--- config.mk ---
export PLATFORM = sky130hd
export DESIGN_NAME = uart_rx_flat
export DESIGN_NICKNAME = d
export VERILOG_FILES = /design/src/rtl/uart_rx_if.sv /design/src/rtl/uart_rx.sv /design/src/flat_wrapper.sv
export SDC_FILE = /design/constraint.sdc
export NUM_CORES = 1
export LEC_CHECK = 0
export ABC_CLOCK_PERIOD_IN_PS = 1900
export CAP_MARGIN = 30
export CORE_UTILIZATION = 44
export DETAILED_ROUTE_END_ITERATION = 10
export PLACE_DENSITY_LB_ADDON = 0.3
export SLEW_MARGIN = 20
export SYNTH_ARGS = -nofsm -noshare
export SYNTH_HDL_FRONTEND = slang
export SYNTH_SLANG_ARGS = --single-unit
--- constraint.sdc ---
create_clock -name clk -period 1.9 [get_ports clk]
set_input_delay 0.38 -clock clk [delete_from_list [all_inputs] [get_ports clk]]
set_output_delay 0.38 -clock clk [all_outputs]
set_load 0.05 [all_outputs]
--- src/rtl/uart_rx_if.sv ---
// rtl/uart_rx_if.sv - received-byte bus between uart_rx and its downstream consumer
//
// Purpose: carries each recovered byte, its one-cycle strobe, the per-frame
// error flags and the receiver busy indication.
// Signals:
//   rx_data    [7:0] last received byte
//   rx_valid         one-cycle strobe, new rx_data and error flags
//   parity_err       parity mismatch for the frame in rx_data
//   frame_err        a stop bit was sampled low for the frame in rx_data
//   rx_busy          receiver is inside a frame
// Modports: master = receiver side (drives), slave = consumer side.
interface uart_rx_if;
  logic [7:0] rx_data;
  logic       rx_valid;
  logic       parity_err;
  logic       frame_err;
  logic       rx_busy;

  modport master (output rx_data, rx_valid, parity_err, frame_err, rx_busy);
  modport slave  (input  rx_data, rx_valid, parity_err, frame_err, rx_busy);
endinterface

--- src/rtl/uart_rx.sv ---
// rtl/uart_rx.sv - oversampling UART receiver, 8 data bits, optional parity, 1 or 2 stop bits
//
// Purpose: recovers 8-bit frames from an asynchronous serial line sampled at
// CLKS_PER_BIT clocks per bit, sampling each bit at its centre.
// Ports:
//   clk        clock
//   rst        asynchronous active-high reset
//   rx         serial line, asynchronous to clk, idles high
//   stop_bits  2 = two stop bits, anything else = one
//   parity     00 none, 01 even, 10 odd, 11 none
//   rx_bus     uart_rx_if.master: rx_data, rx_valid, parity_err, frame_err, rx_busy
module uart_rx #(
  parameter int CLKS_PER_BIT = 16
) (
  input  logic       clk,
  input  logic       rst,
  input  logic       rx,
  input  logic [1:0] stop_bits,
  input  logic [1:0] parity,
  uart_rx_if.master  rx_bus
);

  localparam int CW = $clog2(CLKS_PER_BIT);
  localparam logic [CW-1:0] CNT_LAST = CW'(CLKS_PER_BIT - 1);
  localparam logic [CW-1:0] CNT_HALF = CW'(CLKS_PER_BIT / 2 - 1);

  typedef enum logic [2:0] {IDLE, START, DATA, PARITY, STOP, STOP2} state_t;

  state_t state, state_next;

  logic          rx_meta, rx_s, rx_d;
  logic [CW-1:0] cnt;
  logic [2:0]    bit_idx;
  logic [7:0]    shift;
  logic          par_en, par_odd, two_stop;
  logic          par_err_q, frm_err_q;
  logic [7:0]    data_q;
  logic          valid_q, parity_err_q, frame_err_q;

  logic start_det;
  logic bit_sample;
  logic frame_done;

  // Edge detect needs rx_d=1, so a line stuck low (break) cannot retrigger.
  assign start_det = (state == IDLE) && rx_d && !rx_s;

  always_ff @(posedge clk or posedge rst) begin
    if (rst) begin
      rx_meta <= 1'b1;
      rx_s    <= 1'b1;
      rx_d    <= 1'b1;
    end else begin
      rx_meta <= rx;
      rx_s    <= rx_meta;
      rx_d    <= rx_s;
    end
  end

  always_ff @(posedge clk or posedge rst) begin
    if (rst) state <= IDLE;
    else     state <= state_next;
  end

  always_comb begin
    state_next = state;
    bit_sample = 1'b0;
    frame_done = 1'b0;
    case (state)
      IDLE:   if (start_det) state_next = START;
      START:  if (cnt == CNT_HALF) state_next = rx_s ? IDLE : DATA;
      DATA: begin
        bit_sample = (cnt == CNT_LAST);
        if (bit_sample && bit_idx == 3'd7) state_next = par_en ? PARITY : STOP;
      end
      PARITY: begin
        bit_sample = (cnt == CNT_LAST);
        if (bit_sample) state_next = STOP;
      end
      STOP: begin
        bit_sample = (cnt == CNT_LAST);
        if (bit_sample) begin
          state_next = two_stop ? STOP2 : IDLE;
          frame_done = !two_stop;
        end
      end
      STOP2: begin
        bit_sample = (cnt == CNT_LAST);
        if (bit_sample) begin
          state_next = IDLE;
          frame_done = 1'b1;
        end
      end
      default: state_next = IDLE;
    endcase
  end

  always_ff @(posedge clk or posedge rst) begin
    if (rst) begin
      cnt          <= '0;
      bit_idx      <= 3'd0;
      shift        <= 8'h00;
      par_en       <= 1'b0;
      par_odd      <= 1'b0;
      two_stop     <= 1'b0;
      par_err_q    <= 1'b0;
      frm_err_q    <= 1'b0;
      data_q       <= 8'h00;
      valid_q      <= 1'b0;
      parity_err_q <= 1'b0;
      frame_err_q  <= 1'b0;
    end else begin
      valid_q <= 1'b0;

      case (state)
        IDLE: begin
          cnt <= '0;
          // Frame format is frozen at detection; later input changes are ignored.
          if (start_det) begin
            bit_idx   <= 3'd0;
            par_en    <= (parity == 2'b01) || (parity == 2'b10);
            par_odd   <= (parity == 2'b10);
            two_stop  <= (stop_bits == 2'd2);
            par_err_q <= 1'b0;
            frm_err_q <= 1'b0;
          end
        end
        START:   cnt <= (cnt == CNT_HALF) ? '0 : cnt + CW'(1);
        default: cnt <= bit_sample ? '0 : cnt + CW'(1);
      endcase

      if (state == DATA && bit_sample) begin
        shift   <= {rx_s, shift[7:1]};
        bit_idx <= bit_idx + 3'd1;
      end

      if (state == PARITY && bit_sample && (rx_s != (^shift ^ par_odd)))
        par_err_q <= 1'b1;

      if ((state == STOP || state == STOP2) && bit_sample && !rx_s)
        frm_err_q <= 1'b1;

      // Final stop sample folds directly into the registered flag.
      if (frame_done) begin
        data_q       <= shift;
        parity_err_q <= par_err_q;
        frame_err_q  <= frm_err_q | !rx_s;
        valid_q      <= 1'b1;
      end
    end
  end

  assign rx_bus.rx_data    = data_q;
  assign rx_bus.rx_valid   = valid_q;
  assign rx_bus.parity_err = parity_err_q;
  assign rx_bus.frame_err  = frame_err_q;
  assign rx_bus.rx_busy    = (state != IDLE);

endmodule

--- src/flat_wrapper.sv ---
// flat-port wrapper written by rule: the top's interface ports become plain ports
module uart_rx_flat 
#(
  parameter int CLKS_PER_BIT = 16
)
  (clk, rst, rx, stop_bits, parity, rx_bus_rx_data, rx_bus_rx_valid, rx_bus_parity_err, rx_bus_frame_err, rx_bus_rx_busy);
  uart_rx_if rx_bus_i ();
  input  logic clk;
  input  logic rst;
  input  logic rx;
  input  logic [1:0] stop_bits;
  input  logic [1:0] parity;
  output wire logic [$bits(rx_bus_i.rx_data)-1:0] rx_bus_rx_data;
  output wire logic [$bits(rx_bus_i.rx_valid)-1:0] rx_bus_rx_valid;
  output wire logic [$bits(rx_bus_i.parity_err)-1:0] rx_bus_parity_err;
  output wire logic [$bits(rx_bus_i.frame_err)-1:0] rx_bus_frame_err;
  output wire logic [$bits(rx_bus_i.rx_busy)-1:0] rx_bus_rx_busy;
  assign rx_bus_rx_data = rx_bus_i.rx_data;
  assign rx_bus_rx_valid = rx_bus_i.rx_valid;
  assign rx_bus_parity_err = rx_bus_i.parity_err;
  assign rx_bus_frame_err = rx_bus_i.frame_err;
  assign rx_bus_rx_busy = rx_bus_i.rx_busy;
  uart_rx #(.CLKS_PER_BIT(CLKS_PER_BIT)) u_core (.clk(clk), .rst(rst), .rx(rx), .stop_bits(stop_bits), .parity(parity), .rx_bus(rx_bus_i));
endmodule
==> metrics.yaml <==
status: "finished, final reports clean"
cts_tree: "built"
io_pins: 19
p_leak_nw: 1.02
finalCriticalPeriod_ns: 1.85
die_h_um: 65.0
hp-class: "reg2reg"
cp.required_ns: 2.07
multi_input_area_um2: 752
diodes: 0
nNetsFinal: 196
fp.dieArea_um2: 4220
synth_edf_count: 0
syn_nets: 171
portBuffers: 18
syn_to_final_growth_pct: 19.5
r2r_slack_ns: 0.05
via_per_inst: 5.14
fillCellCount: 332
grt_max_degree: 38
synth_area_um2: 1740
clkTransAtPathRegs_ns: 0.07
dpl.cell_count: 224
startpoint_type: "register"
skew_ns: 0.00838
antenna_found_initial: 0
die_w_um: 65.0
fin_crit_sh_pct: 97.5
min-delay-start: "u_core.rx_meta$_DFF_PP1_"
avgSynthCellArea_um2: 11.0
synth_top_flop_cell: "dfrtp_1"
ctsHoldBuffers: 0
cp_max_fo: 10
clock_path_buffers: 2
grt_pass1_vias: 1215
drv_cap: 0
setup_slack_ns: 0.0469
yosysWarnings: 0
cts_max_level: 2
cts_sinks: 37
worstSetupEndpointType: "register"
synthCells: 158
maxSlewViolCount: 0
ys_seq_area_share_pct: 53.3
cts_buffers: 5
grt_pass1_wl_mm: 5.39
ys_async_sr_fraction_pct: 100
fp-row-count: 22
r2r-start: "u_core.state[1]$_DFFE_PP0P_"
via_count: 1192
grt_usage_pct: 17.0
clock_latency_ns: 0.28
powerDensity_nw_per_um2: 700
dr.pass1.iters: 4
cts_root_buffer: "clkbuf_8"
peakVddDrop_mv: 0.584
setup_tns_ns: 0
hpwl_mm: 2.13
drive_gt1_share_pct: 20.7
crit_type: "reg2reg"
dp_slack_ns: 0.0661
max_slew_margin_pct: 66.5
clock.fmax_ghz: 0.540
place.gp.congestion: 0.853
worstHoldEndpoint: "u_core.rx_s$_DFF_PP1_"
rsz0062_at_grt: "no"
wl_mm: 2.99
start_util_pct: 46.6
ys_ff_latch: 37
drt_iter0_markers: 21
core_area_um2: 3740
r2r_cells: 3
hold_depth: 0
crit_arrival_ns: 2.02
drc_errors: 0
setup_viol: 0
ant_nets: 0
final_cells: 232
seq_area_um2: 930
r2r-end: "u_core.par_odd$_DFFE_PP0P_"
synth.distinct_cells: 42
routedWlPerCell_um: 12.9
worst_pin_slew_ns: 0.501
grt_remaining_overflow: 0
hold_viol: 0
## metrics by stage
step / total power, mW / utilization [%] / hold slack (ns) / instance area (um2)
floorplan: 0.932 / - / 0.345 / 1740
global placement: 0.967 / 53.3 / 0.348 / 1990
detailed placement: 0.971 / 53.3 / 0.351 / 1990
CTS: 1.48 / 55.5 / 0.361 / 2080
global route: 1.52 / 55.7 / 0.367 / 2080
finish: 1.46 / 55.7 / 0.357 / 2080
## critical path, cell delays in order, from the launching register on
cell and delay (ns):
dfrtp_1 0.45, or3_4 0.39, or3b_1 0.56, mux2_4 0.35
## placed cells by master, fill, tap and decap left out, types with 2 or more instances in the layout
cell type / count
dfrtp_1: 34
nand2_1: 33
clkdlybuf4s50_1: 17
mux2_2: 10
xnor2_1: 9
buf_4: 9
inv_1: 6
nand3_1: 5
ha_1: 5
clkbuf_8: 5
nand2b_1: 4
nor2_1: 4
o21ai_0: 4
a21oi_1: 3
dfstp_2: 3
nand4_1: 2
or3_4: 2
nor2b_1: 2
clkinv_2: 2
## layer usage
metal  wire length, um  GRT usage, %  vias to the layer above
li1                  -             -                      583
met5                 0             0                        -
met1              1440          21.9                      579
met3                96          3.87                        6
met4                46          6.67                        0
met2              1410          27.5                       24
## where the power goes
group          internal [mW]  leakage, nW  total [mW]  switching (mW)
registers              0.811        0.501       0.828          0.0171
logic                 0.0625        0.472       0.127          0.0645
clock network          0.254       0.0450       0.505           0.251
total                   1.13         1.02        1.46           0.333
## Yosys cell counts (3+ instances only)
library cell | instances | area [um2]
ha_1 | 6 | 75.1
clkbuf_1 | 4 | 15.0
nand3_1 | 5 | 25.0
nor2_1 | 4 | 15.0
inv_1 | 6 | 22.5
dfrtp_1 | 34 | 851
nand2b_1 | 4 | 25.0
dfstp_2 | 3 | 78.8
a21oi_1 | 3 | 15.0
o21ai_0 | 4 | 20.0
xnor2_1 | 9 | 78.8
mux2_2 | 10 | 113
nand2_1 | 33 | 124
## sequential cells by signal, indices dropped and copies added, names as in the netlist, 3 cells and up
name                   cells
u_core.shift               8
u_core.bit_idx             3
u_core.state               3
u_core.rx_bus.rx_data      8
u_core.cnt                 4
## layout make-up
type                       count  area share, %
tap                           48           2.88
clock buffer                   6           3.48
multi-input combinational    107           36.1
sequential                    37           44.6
timing repair buffer          26           11.4
clock inverter                 2          0.480
inverter                       6           1.08
## how the worst max path moves through the flow
stage               slack, ns                         from                             to  depth (start not counted)
global placement         0.11  u_core.state[1]$_DFFE_PP0P_     u_core.par_odd$_DFFE_PP0P_                          3
detailed placement       0.07  u_core.state[1]$_DFFE_PP0P_     u_core.par_odd$_DFFE_PP0P_                          3
CTS                      0.05  u_core.state[1]$_DFFE_PP0P_  u_core.bit_idx[0]$_DFFE_PP0P_                          6
floorplan               0.007  u_core.state[2]$_DFFE_PP0P_     u_core.par_odd$_DFFE_PP0P_                          5
finish                   0.05  u_core.state[1]$_DFFE_PP0P_     u_core.par_odd$_DFFE_PP0P_                          3
global route            0.003  u_core.state[1]$_DFFE_PP0P_     u_core.par_odd$_DFFE_PP0P_                          3
## cell families (layout without fill, tap and decap cells)
logic type,after synthesis,after routing,share of synthesized area (%)
fa+ha+maj,6,6,4.30
flops,37,37,53.3
mux,13,13,8.54
xor+xnor,10,10,5.81
buf+inv,14,40,4.02
simple gates,61,61,17.1
compound gates,17,17,6.96
## what timing repair did
action,4_1_cts,5_1_grt
gates resized for setup,0,2
buffers inserted,0,0
setup endpoints to repair,0,12
hold endpoints to repair,0,0
Power figures use the tool's default switching activity.
==> RTL edit 1: new RTL, same flow settings <==
`CLKS_PER_BIT` is set to 16 in 2 places; all go to 32.
--- a/src/rtl/uart_rx.sv
+++ b/src/rtl/uart_rx.sv
@@ -10,7 +10,7 @@
 //   parity     00 none, 01 even, 10 odd, 11 none
 //   rx_bus     uart_rx_if.master: rx_data, rx_valid, parity_err, frame_err, rx_busy
 module uart_rx #(
-  parameter int CLKS_PER_BIT = 16
+  parameter int CLKS_PER_BIT = 32
 ) (
   input  logic       clk,
   input  logic       rst,
--- a/src/flat_wrapper.sv
+++ b/src/flat_wrapper.sv
@@ -1,7 +1,7 @@
 // flat-port wrapper written by rule: the top's interface ports become plain ports
 module uart_rx_flat 
 #(
-  parameter int CLKS_PER_BIT = 16
+  parameter int CLKS_PER_BIT = 32
 )
   (clk, rst, rx, stop_bits, parity, rx_bus_rx_data, rx_bus_rx_valid, rx_bus_parity_err, rx_bus_frame_err, rx_bus_rx_busy);
   uart_rx_if rx_bus_i ();
Formal check against the unedited RTL: same outputs for any inputs over 10 cycles, from zero or initial values and one cycle with rst high; that may be too few to reach the edited logic, so the function may still have changed.
==> RTL edit 1 against the original RTL <==
The run now ends with negative setup slack left. Via count up 4.4%. Setup slack got worse by 0.24 ns. Routed wire length rose by 22%. Sequential cell count grew 1. Die area is 4.4% higher. Clock skew shrank 0.0025 ns. Synthesized area increased by 4.5%. Design area rose by 16%. Count of clock-buffer cells in the layout is the same. Global-route usage rose by 1.4 points. Critical endpoint is now u_core.rx_bus.rx_data[4]. Largest cell class unchanged. Highest routed layer unchanged.
Power is not compared: it rests on default switching activity, and its combinational part moved more than twofold at a synthesized area within 25%.
==> RTL edit 1: results (changes against the original RTL) <==
Initial antenna violation count - 0 (unchanged)
Largest net degree at the start of global routing - 39 (+2.6%)
WHS Endpoint - u_core.rx_s
Max Buffers Root-to-Sink - 2 (unchanged)
DRT Pass-1 Iters - 4 (unchanged)
P_leak - 1.13 nW
Worst-Skew Late Latency - 0.29 ns
Async SR Flop Fraction - 100% (unchanged)
Crit path DAT - 2.27 ns (+0.25 ns)
Clock slew at reported path FFs - 0.07 ns (about the same)
Global-route wire length before repair - 5.85 mm (+8.6%)
Unique masters post-synth - 37 (-12%)
CTS Buf Count - 5 (unchanged)
Critical path's slowest cell - or3b_4
Synthesized net count - 163 (-4.7%)
Layout cells sized above 1 - 37.5% (+17 points)
Worst-Margin Slew - 0.498 ns (-0.00265 ns)
Final setup fails - 11 (+11)
Vias in the first global route - 1229 (+1.2%)
HP Class - reg -> reg
Most used DFF post-synth - dfrtp_1
Root Driver - clkbuf_8
Warnings, synthesis - 0 (unchanged)
GRT Overall Usage - 18.4% (+1.4 points)
FF-to-FF path depth - 7 (+4)
Slew Viols, Final - 0 (unchanged)
Post-Place Setup Slack - -0.209 ns (-0.276 ns)
Largest cells by area after synthesis - dfrtp_1 48%, mux2_2 8.0%, ha_1 6.9%
Post-synthesis sequential area ratio - 52.4% (-0.93 points)
Layout Nets - 208 (+6.1%)
Crit-path max cell delay - 0.38 ns (-0.18 ns)
Post-route clock skew - 0.00590 ns (-0.00248 ns)
Final Wtd Congestion - 0.819 (-4.0%)
Status - finished with violations
Final wirelength - 3.65 mm (+22%)
Fill count - 321 (-3.3%)
Htree depth - 2 (unchanged)
Hold Path Stages - 0 (unchanged)
Final HPWL DP - 2.40 mm (+13%)
Failing checks - negative setup slack
Worst hold path startpoint - u_core.rx_meta
Input/output buffers - 18 (unchanged)
Peak VDD IR - 0.000660 V
CP delay by family, top - simple AND/OR/NAND/NOR gates
Iter 0 DRT Violations - 44 (+110%)
Reg2reg end - u_core.rx_bus.rx_data[4]
R2R Path Start - u_core.cnt[0]
Antenna cells - 0 (unchanged)
Crit Path Max Fanout - 12 (+2)
Most frequent cells after synthesis - 35 x dfrtp_1, 13 x mux2_2, 11 x nand2_1, 10 x ha_1, 10 x inv_1
Via density - 5.14 (+0.13%)
Final WS setup - -0.195 ns (-0.242 ns)
Hold slack - 0.356 ns (-0.00108 ns)
[RTL edit 1: cell type report]
cell class,instances,area (um^2),area share [%]
Clock buffer,6,82.6,3.41
Clock inverter,2,12.5,0.516
Inverter,10,37.5,1.55
Multi-Input combinational cell,93,895,36.9
Sequential cell,38,955,39.4
Tap cell,50,62.6,2.58
Timing Repair Buffer,43,379,15.6
[RTL edit 1: kinds of logic (layout without fill, tap and decap cells)]
| logic type | count (synthesis) | count (layout) | synth area share (%) |
|---|---|---|---|
| DFF | 38 | 38 | 52.4 |
| muxes | 20 | 20 | 13.8 |
| AOI/OAI and AO/OA | 21 | 21 | 8.79 |
| xor gates and xnor gates | 10 | 10 | 5.56 |
| buffers and inverters | 15 | 61 | 3.98 |
| and+or+nand+nor | 32 | 32 | 8.65 |
| adders and majority gates | 10 | 10 | 6.86 |
[RTL edit 1: metrics by stage]
stage	total power [mW]	area, um^2	utilization (%)	setup TNS, ns	std cells
floorplan	1.53	1850	-	-1.58	146
global placement	1.72	2180	54.6	-1.38	226
detailed placement	1.77	2180	54.6	-1.79	226
CTS	2.40	2320	58.0	-1.76	237
global route	2.65	2420	60.6	-2.58	242
finish	2.50	2420	60.6	-1.72	242
[RTL edit 1: routing by layer]
| metal | up-vias | share of wire (%) | wire length, um | GRT usage [%] |
|---|---|---|---|---|
| met3 | 7 | 4.1 | 149 | 4.48 |
| li1 | 586 | - | - | - |
| met4 | 0 | 2.0 | 74 | 8.24 |
| met5 | - | 0 | 0 | 0 |
| met2 | 33 | 47 | 1700 | 28.3 |
| met1 | 619 | 47 | 1730 | 24.3 |
[RTL edit 1: how the worst max path moves through the flow]
stage	to	slack, ns	cells past startpoint	start
CTS	u_core.rx_bus.parity_err	-0.19	7	u_core.cnt[0]
global placement	u_core.rx_bus.rx_data[5]	-0.17	7	u_core.cnt[1]
floorplan	u_core.rx_bus.parity_err	-0.20	7	u_core.cnt[0]
finish	u_core.rx_bus.rx_data[4]	-0.19	7	u_core.cnt[0]
detailed placement	u_core.rx_bus.rx_data[4]	-0.21	7	u_core.cnt[1]
global route	u_core.rx_bus.rx_data[5]	-0.25	7	u_core.cnt[0]
[RTL edit 1: power breakdown]
group          internal (mW)  switching (mW)  total (mW)  leakage (nW)
clock                  0.292           0.286       0.578        0.0472
combinational          0.463           0.410       0.873         0.579
sequential             0.942           0.103        1.05         0.499
total                   1.70           0.800        2.50          1.13
[RTL edit 1: timing repair]
item	in CTS	in global routing
hold buffers	0	0
endpoints found under the setup margin	19	23
cloned	0	0
buffers inserted	3	5
pin swaps	2	3
gates resized for setup	4	18
==> RTL edit 2: new RTL, same settings <==
Made on the original files. Make the reset (`rst`) synchronous in 3 clocked blocks. Comments in the files are not updated.
--- a/src/rtl/uart_rx.sv
+++ b/src/rtl/uart_rx.sv
@@ -44,7 +44,7 @@
   // Edge detect needs rx_d=1, so a line stuck low (break) cannot retrigger.
   assign start_det = (state == IDLE) && rx_d && !rx_s;
 
-  always_ff @(posedge clk or posedge rst) begin
+  always_ff @(posedge clk) begin
     if (rst) begin
       rx_meta <= 1'b1;
       rx_s    <= 1'b1;
@@ -56,7 +56,7 @@
     end
   end
 
-  always_ff @(posedge clk or posedge rst) begin
+  always_ff @(posedge clk) begin
     if (rst) state <= IDLE;
     else     state <= state_next;
   end
@@ -94,7 +94,7 @@
     endcase
   end
 
-  always_ff @(posedge clk or posedge rst) begin
+  always_ff @(posedge clk) begin
     if (rst) begin
       cnt          <= '0;
       bit_idx      <= 3'd0;
Behaviour: differs if rst is asserted again (counterexample within 4 cycles, from zero or initial values and one cycle with rst high); with rst held inactive, the same outputs for 10 cycles.
==> RTL edit 2 against the original RTL <==
Synthesized area decreased by 5.6%. Clock skew fell by 0.0040 ns. Critical path depth is 2 lower. Sequential cell count is the same. Fmax rose by 1.8%. Register-to-register slack improved by 0.06 ns. Sequential share of layout area down 7.8 points. Total power is 6.0% higher. Design area down 3.4%. Setup slack better by 0.032 ns. Routed wire length is 5.3% higher. Die area shrank 5.4%. Global-route usage increased by 1.0 points. Critical path type is now reg -> out. Critical endpoint is now rx_bus_rx_data[6].
==> RTL edit 2: results (changes against the original RTL) <==
Crit-path max cell delay - 0.81 ns (+0.25 ns)
Area after DPL - 1890 um^2 (-5.4%)
Post-Place Setup Slack - 0.103 ns (+0.0373 ns)
Final wirelength - 3.15 mm (+5.3%)
Final HPWL DP - 2.26 mm (+6.3%)
Post-synthesis sequential area ratio - 45.0% (-8.3 points)
GRT met1 Usage - 21.7% (-0.15 points)
Unique masters post-synth - 37 (-12%)
P_leak - 0.706 nW (-31%)
Per-cell routed wire length - 12.6 um (-1.9%)
M3 GR Usage - 6.88% (+3.0 points)
Fill count - 319 (-3.9%)
Status - complete, no violations
CP delay by family, top - buffers and inverters
Layout cells sized above 1 - 12.3% (-8.3 points)
Vias in the first global route - 1280 (+5.3%)
Most frequent cells after synthesis - 37 x dfxtp_1, 25 x nor2_1, 18 x nand2_1, 13 x a21oi_1, 12 x mux2i_1
Synthesized net count - 191 (+12%)
Met2 Usage GRT - 29.0% (+1.6 points)
Largest net degree at the start of global routing - 19 (-50%)
Layout Nets - 213 (+8.7%)
Async SR Flop Fraction - 0% (-100 points)
Post-Synthesis Cells - 180 (+14%)
Metal3 WL - 122 um (+27%)
Crit path DAT - 1.44 ns (-0.58 ns)
Iter 0 DRT Violations - 62 (+200%)
GRT Overall Usage - 18.0% (+1.0 points)
[RTL edit 2: changes by cell type after synthesis, sizes merged, moves of 11 or more]
cell   before  now
mux2i       1   12
nand2      33   18
dfrtp      34    0
mux2       12    1
dfxtp       0   37
nor2        4   25
[RTL edit 2: repair_timing]
| action | in CTS | in global routing |
|---|---|---|
| resized for setup | 1 | 1 |
| setup buffers | 0 | 0 |
| pin swaps | 0 | 0 |
| endpoints found under the setup margin | 1 | 1 |
| hold buffers | 0 | 0 |
[RTL edit 2: worst paths after layout]
path	start	endpoint	slack, ns	cells past startpoint
setup / recovery	u_core.rx_bus.rx_data[6]	rx_bus_rx_data[6]	0.08	1
setup reg to reg	u_core.bit_idx[0]	u_core.state[2]	0.11	6
hold / removal	u_core.rx_meta	u_core.rx_s	0.42	1
hold reg to reg	u_core.rx_meta	u_core.rx_s	0.42	1
[RTL edit 2: area by class of cell]
cell class	instances	area, um^2	area share, %
Clock buffer	7	86.3	4.29
Clock inverter	1	30.0	1.49
Inverter	4	15.0	0.745
Multi-Input combinational cell	128	847	42.0
Sequential cell	37	741	36.8
Tap cell	46	57.6	2.86
Timing Repair Buffer	26	238	11.8
[RTL edit 2: kinds of logic (layout without fill, tap and decap cells)]
kind of cell	count (synthesis)	count (layout)	share of synthesized area [%]
adder cells (fa/ha/maj)	4	4	3.04
XOR/XNOR	11	11	5.85
flip-flops	37	37	45.0
AND/OR/NAND/NOR	72	72	22.1
AO/OA/AOI/OAI	28	28	11.8
buffers and inverters	15	38	4.25
multiplexers	13	13	7.98
[RTL edit 2: power breakdown]
part	internal, mW	total (mW)	leakage (nW)	switching [mW]
combinational	0.0327	0.0652	0.348	0.0325
sequential	0.781	0.786	0.299	0.00506
clock	0.428	0.697	0.0585	0.270
